File: src/rtl/aes_ctrl_pkg.sv
// ----------------------------------------------------------------------------
// aes_ctrl_pkg
//   Shared types for the iterative AES decryption sequencer.
//   op_t    : datapath operation selected in a given cycle.
//   state_t : sequencer FSM states.
//   AES_MAX_ROUNDS / RND_W : sizing for the round counter and key index,
//   wide enough for AES-256 (14 rounds) whatever NUM_ROUNDS is chosen.
// ----------------------------------------------------------------------------
package aes_ctrl_pkg;

  localparam int unsigned AES_MAX_ROUNDS = 14;
  localparam int unsigned RND_W          = $clog2(AES_MAX_ROUNDS + 1);

  typedef enum logic [2:0] {
    OP_NONE = 3'd0,
    OP_ARK  = 3'd1,
    OP_ISR  = 3'd2,
    OP_ISB  = 3'd3,
    OP_IMC  = 3'd4
  } op_t;

  typedef enum logic [3:0] {
    ST_IDLE,
    ST_LOAD,
    ST_KEY_WAIT,
    ST_ARK0,
    ST_ISR,
    ST_ISB,
    ST_ARK,
    ST_IMC,
    ST_DONE,
    ST_ERR
  } state_t;

  // Busy covers every state in which a run is in progress; IDLE, DONE and
  // ERR are the resting states.
  function automatic logic is_busy(input state_t s);
    return !(s inside {ST_IDLE, ST_DONE, ST_ERR});
  endfunction

endpackage

File: src/rtl/aes_ctrl_cnt.sv
// ----------------------------------------------------------------------------
// aes_ctrl_cnt
//   Round and column counters for the AES decryption sequencer.
//   Ports:
//     clk, rst_n  : clock, asynchronous active-low reset
//     load        : rnd <- NUM_ROUNDS-1 (entering the first inverse round)
//     dec_rnd     : rnd <- rnd-1, saturating at 0
//     inc_col     : col <- col+1 (2-bit, wraps 3->0)
//     clr_col     : col <- 0 (has priority over inc_col)
//     rnd, col    : current counter values
//     last_rnd    : rnd == 0
//     last_col    : col == 3
// ----------------------------------------------------------------------------
module aes_ctrl_cnt
  import aes_ctrl_pkg::*;
#(
  parameter int unsigned NUM_ROUNDS = 10
) (
  input  logic             clk,
  input  logic             rst_n,
  input  logic             load,
  input  logic             dec_rnd,
  input  logic             inc_col,
  input  logic             clr_col,
  output logic [RND_W-1:0] rnd,
  output logic [1:0]       col,
  output logic             last_rnd,
  output logic             last_col
);

  logic [RND_W-1:0] rnd_d, rnd_q;
  logic [1:0]       col_d, col_q;

  // NOTE: every variable assigned in always_comb gets a default first, so no
  // path through the block leaves it unassigned and no latch is inferred.
  always_comb begin
    rnd_d = rnd_q;
    col_d = col_q;
    if (load) begin
      rnd_d = RND_W'(NUM_ROUNDS - 1);
    end else if (dec_rnd && (rnd_q != '0)) begin
      rnd_d = rnd_q - 1'b1;
    end
    if (clr_col) begin
      col_d = '0;
    end else if (inc_col) begin
      col_d = col_q + 2'd1;
    end
  end

  // NOTE: sequential state uses non-blocking assignments so every flop
  // samples its pre-edge value regardless of block ordering.
  always_ff @(posedge clk or negedge rst_n) begin
    if (!rst_n) begin
      rnd_q <= '0;
      col_q <= '0;
    end else begin
      rnd_q <= rnd_d;
      col_q <= col_d;
    end
  end

  assign rnd      = rnd_q;
  assign col      = col_q;
  assign last_rnd = (rnd_q == '0);
  assign last_col = (col_q == 2'd3);

endmodule

File: src/rtl/aes_dec_ctrl.sv
// ----------------------------------------------------------------------------
// aes_dec_ctrl
//   Sequencer for the iterative AES decryption datapath. Loads the ciphertext,
//   kicks the key expansion, waits for the key schedule, then issues one
//   datapath op per cycle: ARK(Nr), then per round ISR, ISB, ARK(r), IMC x4
//   (one column per cycle), finishing with ISR, ISB, ARK(0).
//   All outputs are decodes of the registered state (Moore).
//
//   Ports:
//     Clk        : clock, all state on the rising edge
//     Reset      : asynchronous active-low reset
//     start      : level-sensitive run request; dropping it aborts a run
//     key_ready  : key schedule valid, sampled in KEY_WAIT
//     key_start  : 1-cycle pulse starting key expansion
//     msg_ld     : state register <- ciphertext
//     state_ld   : state register <- datapath result
//     op_sel     : datapath operation (op_t)
//     key_idx    : round key index for OP_ARK
//     col_idx    : column for OP_IMC
//     busy       : run in progress
//     done       : run complete, held until start drops
//     err        : key-wait timeout
//
//   Optional feature macro: AES_DEC_CTRL_TIMEOUT_EN
//     Defined   : KEY_WAIT gives up after KEY_TIMEOUT cycles -> ERR (err=1).
//     Undefined : KEY_WAIT waits indefinitely; err is tied low.
// ----------------------------------------------------------------------------
module aes_dec_ctrl
  import aes_ctrl_pkg::*;
#(
  parameter int unsigned NUM_ROUNDS  = 10,
  parameter int unsigned KEY_TIMEOUT = 64
) (
  input  logic       Clk,
  input  logic       Reset,
  input  logic       start,
  input  logic       key_ready,
  output logic       key_start,
  output logic       msg_ld,
  output logic       state_ld,
  output op_t        op_sel,
  output logic [3:0] key_idx,
  output logic [1:0] col_idx,
  output logic       busy,
  output logic       done,
  output logic       err
);

  state_t state_d, state_q;

  logic             cnt_load, cnt_dec_rnd, cnt_inc_col, cnt_clr_col;
  logic [RND_W-1:0] rnd;
  logic [1:0]       col;
  logic             last_rnd, last_col;
  logic             timeout_hit;

  aes_ctrl_cnt #(
    .NUM_ROUNDS (NUM_ROUNDS)
  ) u_cnt (
    .clk      (Clk),
    .rst_n    (Reset),
    .load     (cnt_load),
    .dec_rnd  (cnt_dec_rnd),
    .inc_col  (cnt_inc_col),
    .clr_col  (cnt_clr_col),
    .rnd      (rnd),
    .col      (col),
    .last_rnd (last_rnd),
    .last_col (last_col)
  );

`ifdef AES_DEC_CTRL_TIMEOUT_EN
  localparam int unsigned TO_W = $clog2(KEY_TIMEOUT + 1);

  logic [TO_W-1:0] to_cnt_d, to_cnt_q;

  // Counts consecutive KEY_WAIT cycles without key_ready; cleared elsewhere.
  always_comb begin
    to_cnt_d = '0;
    if ((state_q == ST_KEY_WAIT) && !key_ready) begin
      to_cnt_d = to_cnt_q + 1'b1;
    end
  end

  always_ff @(posedge Clk or negedge Reset) begin
    if (!Reset) begin
      to_cnt_q <= '0;
    end else begin
      to_cnt_q <= to_cnt_d;
    end
  end

  // Last allowed waiting cycle: the KEY_TIMEOUT-th cycle spent in KEY_WAIT.
  assign timeout_hit = !key_ready && (to_cnt_q == TO_W'(KEY_TIMEOUT - 1));
`else
  assign timeout_hit = 1'b0;
`endif

  // Next-state and counter control.
  always_comb begin
    state_d     = state_q;
    cnt_load    = 1'b0;
    cnt_dec_rnd = 1'b0;
    cnt_inc_col = 1'b0;
    cnt_clr_col = 1'b0;

    // Dropping start aborts any run in progress; counters are left alone
    // because ARK0 and ARK reload them before they are used again.
    if (is_busy(state_q) && !start) begin
      state_d = ST_IDLE;
    end else begin
      unique case (state_q)
        ST_IDLE:     if (start) state_d = ST_LOAD;
        ST_LOAD:     state_d = ST_KEY_WAIT;
        ST_KEY_WAIT: begin
          if (key_ready) begin
            state_d = ST_ARK0;
          end else if (timeout_hit) begin
            state_d = ST_ERR;
          end
        end
        ST_ARK0: begin
          cnt_load = 1'b1;
          state_d  = ST_ISR;
        end
        ST_ISR:      state_d = ST_ISB;
        ST_ISB:      state_d = ST_ARK;
        ST_ARK: begin
          if (last_rnd) begin
            state_d = ST_DONE;
          end else begin
            cnt_clr_col = 1'b1;
            state_d     = ST_IMC;
          end
        end
        ST_IMC: begin
          cnt_inc_col = 1'b1;
          if (last_col) begin
            cnt_dec_rnd = 1'b1;
            state_d     = ST_ISR;
          end
        end
        // DONE and ERR are left only by dropping start, which also forces
        // the restart to see a fresh 0->1 on start.
        ST_DONE:     if (!start) state_d = ST_IDLE;
        ST_ERR:      if (!start) state_d = ST_IDLE;
        default:     state_d = ST_IDLE;
      endcase
    end
  end

  // NOTE: only the control state and counters are reset; the state register
  // contents live in the datapath and are overwritten by msg_ld on every run.
  always_ff @(posedge Clk or negedge Reset) begin
    if (!Reset) begin
      state_q <= ST_IDLE;
    end else begin
      state_q <= state_d;
    end
  end

  // Moore output decode.
  always_comb begin
    key_start = 1'b0;
    msg_ld    = 1'b0;
    state_ld  = 1'b0;
    op_sel    = OP_NONE;
    key_idx   = '0;
    col_idx   = '0;
    busy      = is_busy(state_q);
    done      = (state_q == ST_DONE);
    err       = 1'b0;

    unique case (state_q)
      ST_LOAD: begin
        msg_ld    = 1'b1;
        key_start = 1'b1;
      end
      ST_ARK0: begin
        op_sel   = OP_ARK;
        key_idx  = RND_W'(NUM_ROUNDS);
        state_ld = 1'b1;
      end
      ST_ISR: begin
        op_sel   = OP_ISR;
        state_ld = 1'b1;
      end
      ST_ISB: begin
        op_sel   = OP_ISB;
        state_ld = 1'b1;
      end
      ST_ARK: begin
        op_sel   = OP_ARK;
        key_idx  = rnd;
        state_ld = 1'b1;
      end
      ST_IMC: begin
        op_sel   = OP_IMC;
        col_idx  = col;
        state_ld = 1'b1;
      end
      ST_ERR: begin
`ifdef AES_DEC_CTRL_TIMEOUT_EN
        err = 1'b1;
`else
        err = 1'b0;
`endif
      end
      default: ;
    endcase
  end

endmodule

File: config.mk
export PLATFORM = sky130hd
export DESIGN_NAME = aes_dec_ctrl
export DESIGN_NICKNAME = d
export VERILOG_FILES = /design/src/rtl/aes_ctrl_pkg.sv /design/src/rtl/aes_ctrl_cnt.sv /design/src/rtl/aes_dec_ctrl.sv
export SDC_FILE = /design/constraint.sdc
export NUM_CORES = 1
export LEC_CHECK = 0
export BUFFER_PORTS_ARGS = -buffer_cell sky130_fd_sc_hd__buf_4
export CAP_MARGIN = 5
export CORE_MARGIN = 5
export CORE_UTILIZATION = 54
export CTS_CLUSTER_DIAMETER = 80
export DETAILED_ROUTE_END_ITERATION = 12
export HOLD_SLACK_MARGIN = 0.05
export PLACE_DENSITY = 0.81
export SYNTH_ARGS = -nofsm -noshare
export SYNTH_HDL_FRONTEND = slang
export SYNTH_SLANG_ARGS = --single-unit
File: constraint.sdc
create_clock -name Clk -period 3.7 [get_ports Clk]
set_input_delay 0.555 -clock Clk [delete_from_list [all_inputs] [get_ports Clk]]
set_output_delay 0.555 -clock Clk [all_outputs]
set_load 0.02 [all_outputs]
==> results.yml <==
status:
  outcome: "finished clean"
die:
  num_io_pins: 19
  starting_utilization_of_the_core_area_pct: 56.73
  number_of_standard_cell_rows_in_the_floorplan: 13
  die-width_um: 46.98
  die-area_um2: 2207
  die-height_um: 46.98
  floorplan.core_area_um2: 1301
clock_tree:
  cts_post_setup_buffers_inserted: 0
  tritoncts: "built"
  cts_made_buffers: 3
  clk_pin_slew_ps: 70
  tritoncts_num_sinks: 10
  cts.htree.levels: 1
  root_buffer: "clkbuf_4"
  clk-insertion-delay-late_ps: 260
  cts_repair_resized_insts: 0
  ctsHoldBuffers: 0
  cts-root-to-sink-buffers: 2
setup_path:
  number_of_cells_on_the_critical_path: 5
  rr_startpoint: "state_q[1]"
  crit_path_max_incr_delay_ps: 570
  crit_slowest_cell: "dfrtp_1"
  rr_endpoint: "u_cnt.rnd[0]"
  cp.buffers_inverters: 2
  worst-endpoint-required_ps: 3140
  rr_worst_depth: 4
  timing.critical_path.max_delay_family: "flip-flops"
  arrival_ps: 1660
  critical_path_peak_fanout: 13
  critical-path-top-cell-by-count: "nor2_1"
  path_cells: "inv_1, nor2_1, nor2_1, a211oi_1, buf_4"
  setup.reg_to_reg.worst_slack_ps: 2020
  critical_path.endpoint_type: "primary output"
  worst-setup-path-type: "flop to primary output"
  startpoint_type: "flop"
placement:
  dpl.cell_count: 116
  dp.final_hpwl_mm: 1.205
  gp_congestion: 0.8331
  io_buffer_count: 17
sta:
  post-route-period-util_pct: 59.95
  fmax_ghz: 0.4508
  rsz_0062_raised_after_global_routing: "no"
  timing.clock.skew_ps: 1.019
  tns_ps: 0
  final_hold_viol_count: 0
  slew_headroom_pct: 66.83
  slew_at_the_pin_with_the_worst_max_slew_slack_ps: 495.4
  slew_viol_final: 0
  final.min_clock_period_ps: 2218
  timing.final.setup_violations: 0
route:
  detail-route-antenna-nets: 0
  route.detailed.wl_per_inst_um: 13.70
  wirelength_mm: 1.644
  via_count: 667
  drc: 0
  viasPerCell: 5.558
  firstDrtPassIters: 4
  drtIter0Drc: 14
grt:
  globalRouteMet3Util_pct: 3.831
  layer_with_the_highest_usage: "met2"
  grtUsageMet2_pct: 27.64
  grt_antenna_before_repair: 0
  grt_first_pass_wirelength_mm: 2.760
  grt_start_max_net_pins: 15
  globalRouteOverflowTotal: 0
  groute.usage.overall_pct: 17.35
  grt_util_met1_pct: 23.64
  first_global_vias: 623
yosys:
  share_of_synthesized_area_occupied_by_flip_flops_and_latches_pct: 33.90
  syn_inst: 90
  synth.distinct_cells: 33
  synth-seq-cells: 10
  synthesis.area_per_instance_um2: 8.202
  synthesis.area_um2: 738.2
  yosys_warnings: 0
  synth_nets: 97
layout:
  nFillCells: 108
  mostFrequentLayoutCells: "17 x buf_4, 10 x nor2_1, 10 x nand2_1, 10 x dfrtp_1, 9 x a21oi_1"
  ff_latch_area_um2: 250.2
  fin_nets: 113
  area_used_by_multi_input_combinational_logic_um2: 435.4
  instances_no_fill: 120
  layout.cells.most_common: "buf_4"
  layout-drive-gt1-share_pct: 25.71
  p_r_area_growth_vs_syn_pct: 20.17
  num_antenna_cells: 0
pwr:
  cellPowerDensity_nw_per_um2: 373.5
  cellLeakagePower_uw: 0.0004140
  maximum_vdd_drop_uv: 311.7
min_path:
  min-delay-path-class: "primary input to async pin"
run:
  timing.max_cap.violations: 0
-- routing by layer --
metal,wire length [um],up-vias
met3,151,2
met5,0,-
met1,735,301
met2,746,32
met4,10,0
li1,-,332
-- final cells by class --
cell class,count,share of cell area [%]
tap,15,2.116
multi-input combinational,69,49.08
timing repair buffer,17,14.39
sequential,10,28.21
inverter,5,2.116
clock buffer,4,4.090
-- power breakdown --
| group | internal [uW] | switching (uW) |
|---|---|---|
| Combinational | 40.1 | 49.3 |
| Sequential | 123 | 20.5 |
| Clock | 59.6 | 39.0 |
| Total | 222 | 109 |
-- stage by stage --
stage	power [uW]	hold slack, ps	setup slack [ps]	cell area [um2]	util (%)
3_3_place_gp	232.0	392.2	1872	850.8	65.38
6_report	331.3	110.3	1482	887.1	68.17
5_1_grt	355.0	105.0	1304	887.1	68.17
3_5_place_dp	233.4	392.6	1778	850.8	65.38
2_1_floorplan	204.0	259.4	1708	738.2	-
4_1_cts	332.0	111.4	1485	887.1	68.17
-- state kept, by name (all words and copies together) (netlist names) --
register and cells:
state_q 4, u_cnt.rnd 4, u_cnt.col 2
-- cell usage after synthesis --
cell type  count  area [um2]
nor3b_1        1       7.510
nor2_1        10       37.54
a21o_1         2       15.01
nor3b_2        1       12.51
ha_1           3       37.54
nor2b_1        2       12.51
conb_1         1       3.750
clkbuf_1       1       3.750
buf_4          2       15.01
nor3_1         2       10.01
a211oi_1       1       7.510
a21oi_1        9       45.04
a21boi_0       1       7.510
nand2_1       10       37.54
buf_2          3       15.01
nand4b_2       1       15.01
and2_1         4       25.02
or3_1          2       12.51
xnor2_1        2       17.52
inv_1          5       18.77
nand3_1        1       5.000
nand2b_1       4       25.02
and4bb_2       1       12.51
o21ai_0        2       10.01
mux2i_1        1       10.01
or3_4          1       11.26
o31a_1         1       8.760
o21ai_1        2       10.01
nand4_1        1       6.260
o2bb2ai_1      1       8.760
dfrtp_1       10       250.2
nor2_4         1       11.26
nor4_2         1       12.51
-- worst max path at each step --
| stage | from | end | slack (ps) |
|---|---|---|---|
| after floorplan | state_q[3] | msg_ld | 1710 |
| after global routing | state_q[2] | op_sel[0] | 1300 |
| after detailed placement | state_q[2] | op_sel[0] | 1780 |
| final | state_q[2] | op_sel[0] | 1480 |
| after global placement | state_q[2] | op_sel[0] | 1870 |
| after CTS | state_q[2] | op_sel[0] | 1480 |
-- logic make-up after synthesis --
group | share of synthesized area [%]
simple gates | 34.40
compound gates | 15.25
buf+inv | 7.117
flops | 33.90
fa+ha+maj | 5.085
xor+xnor | 2.373
other cells | 0.5080
mux | 1.356
Note: power is estimated with default switching activity, not from simulation.
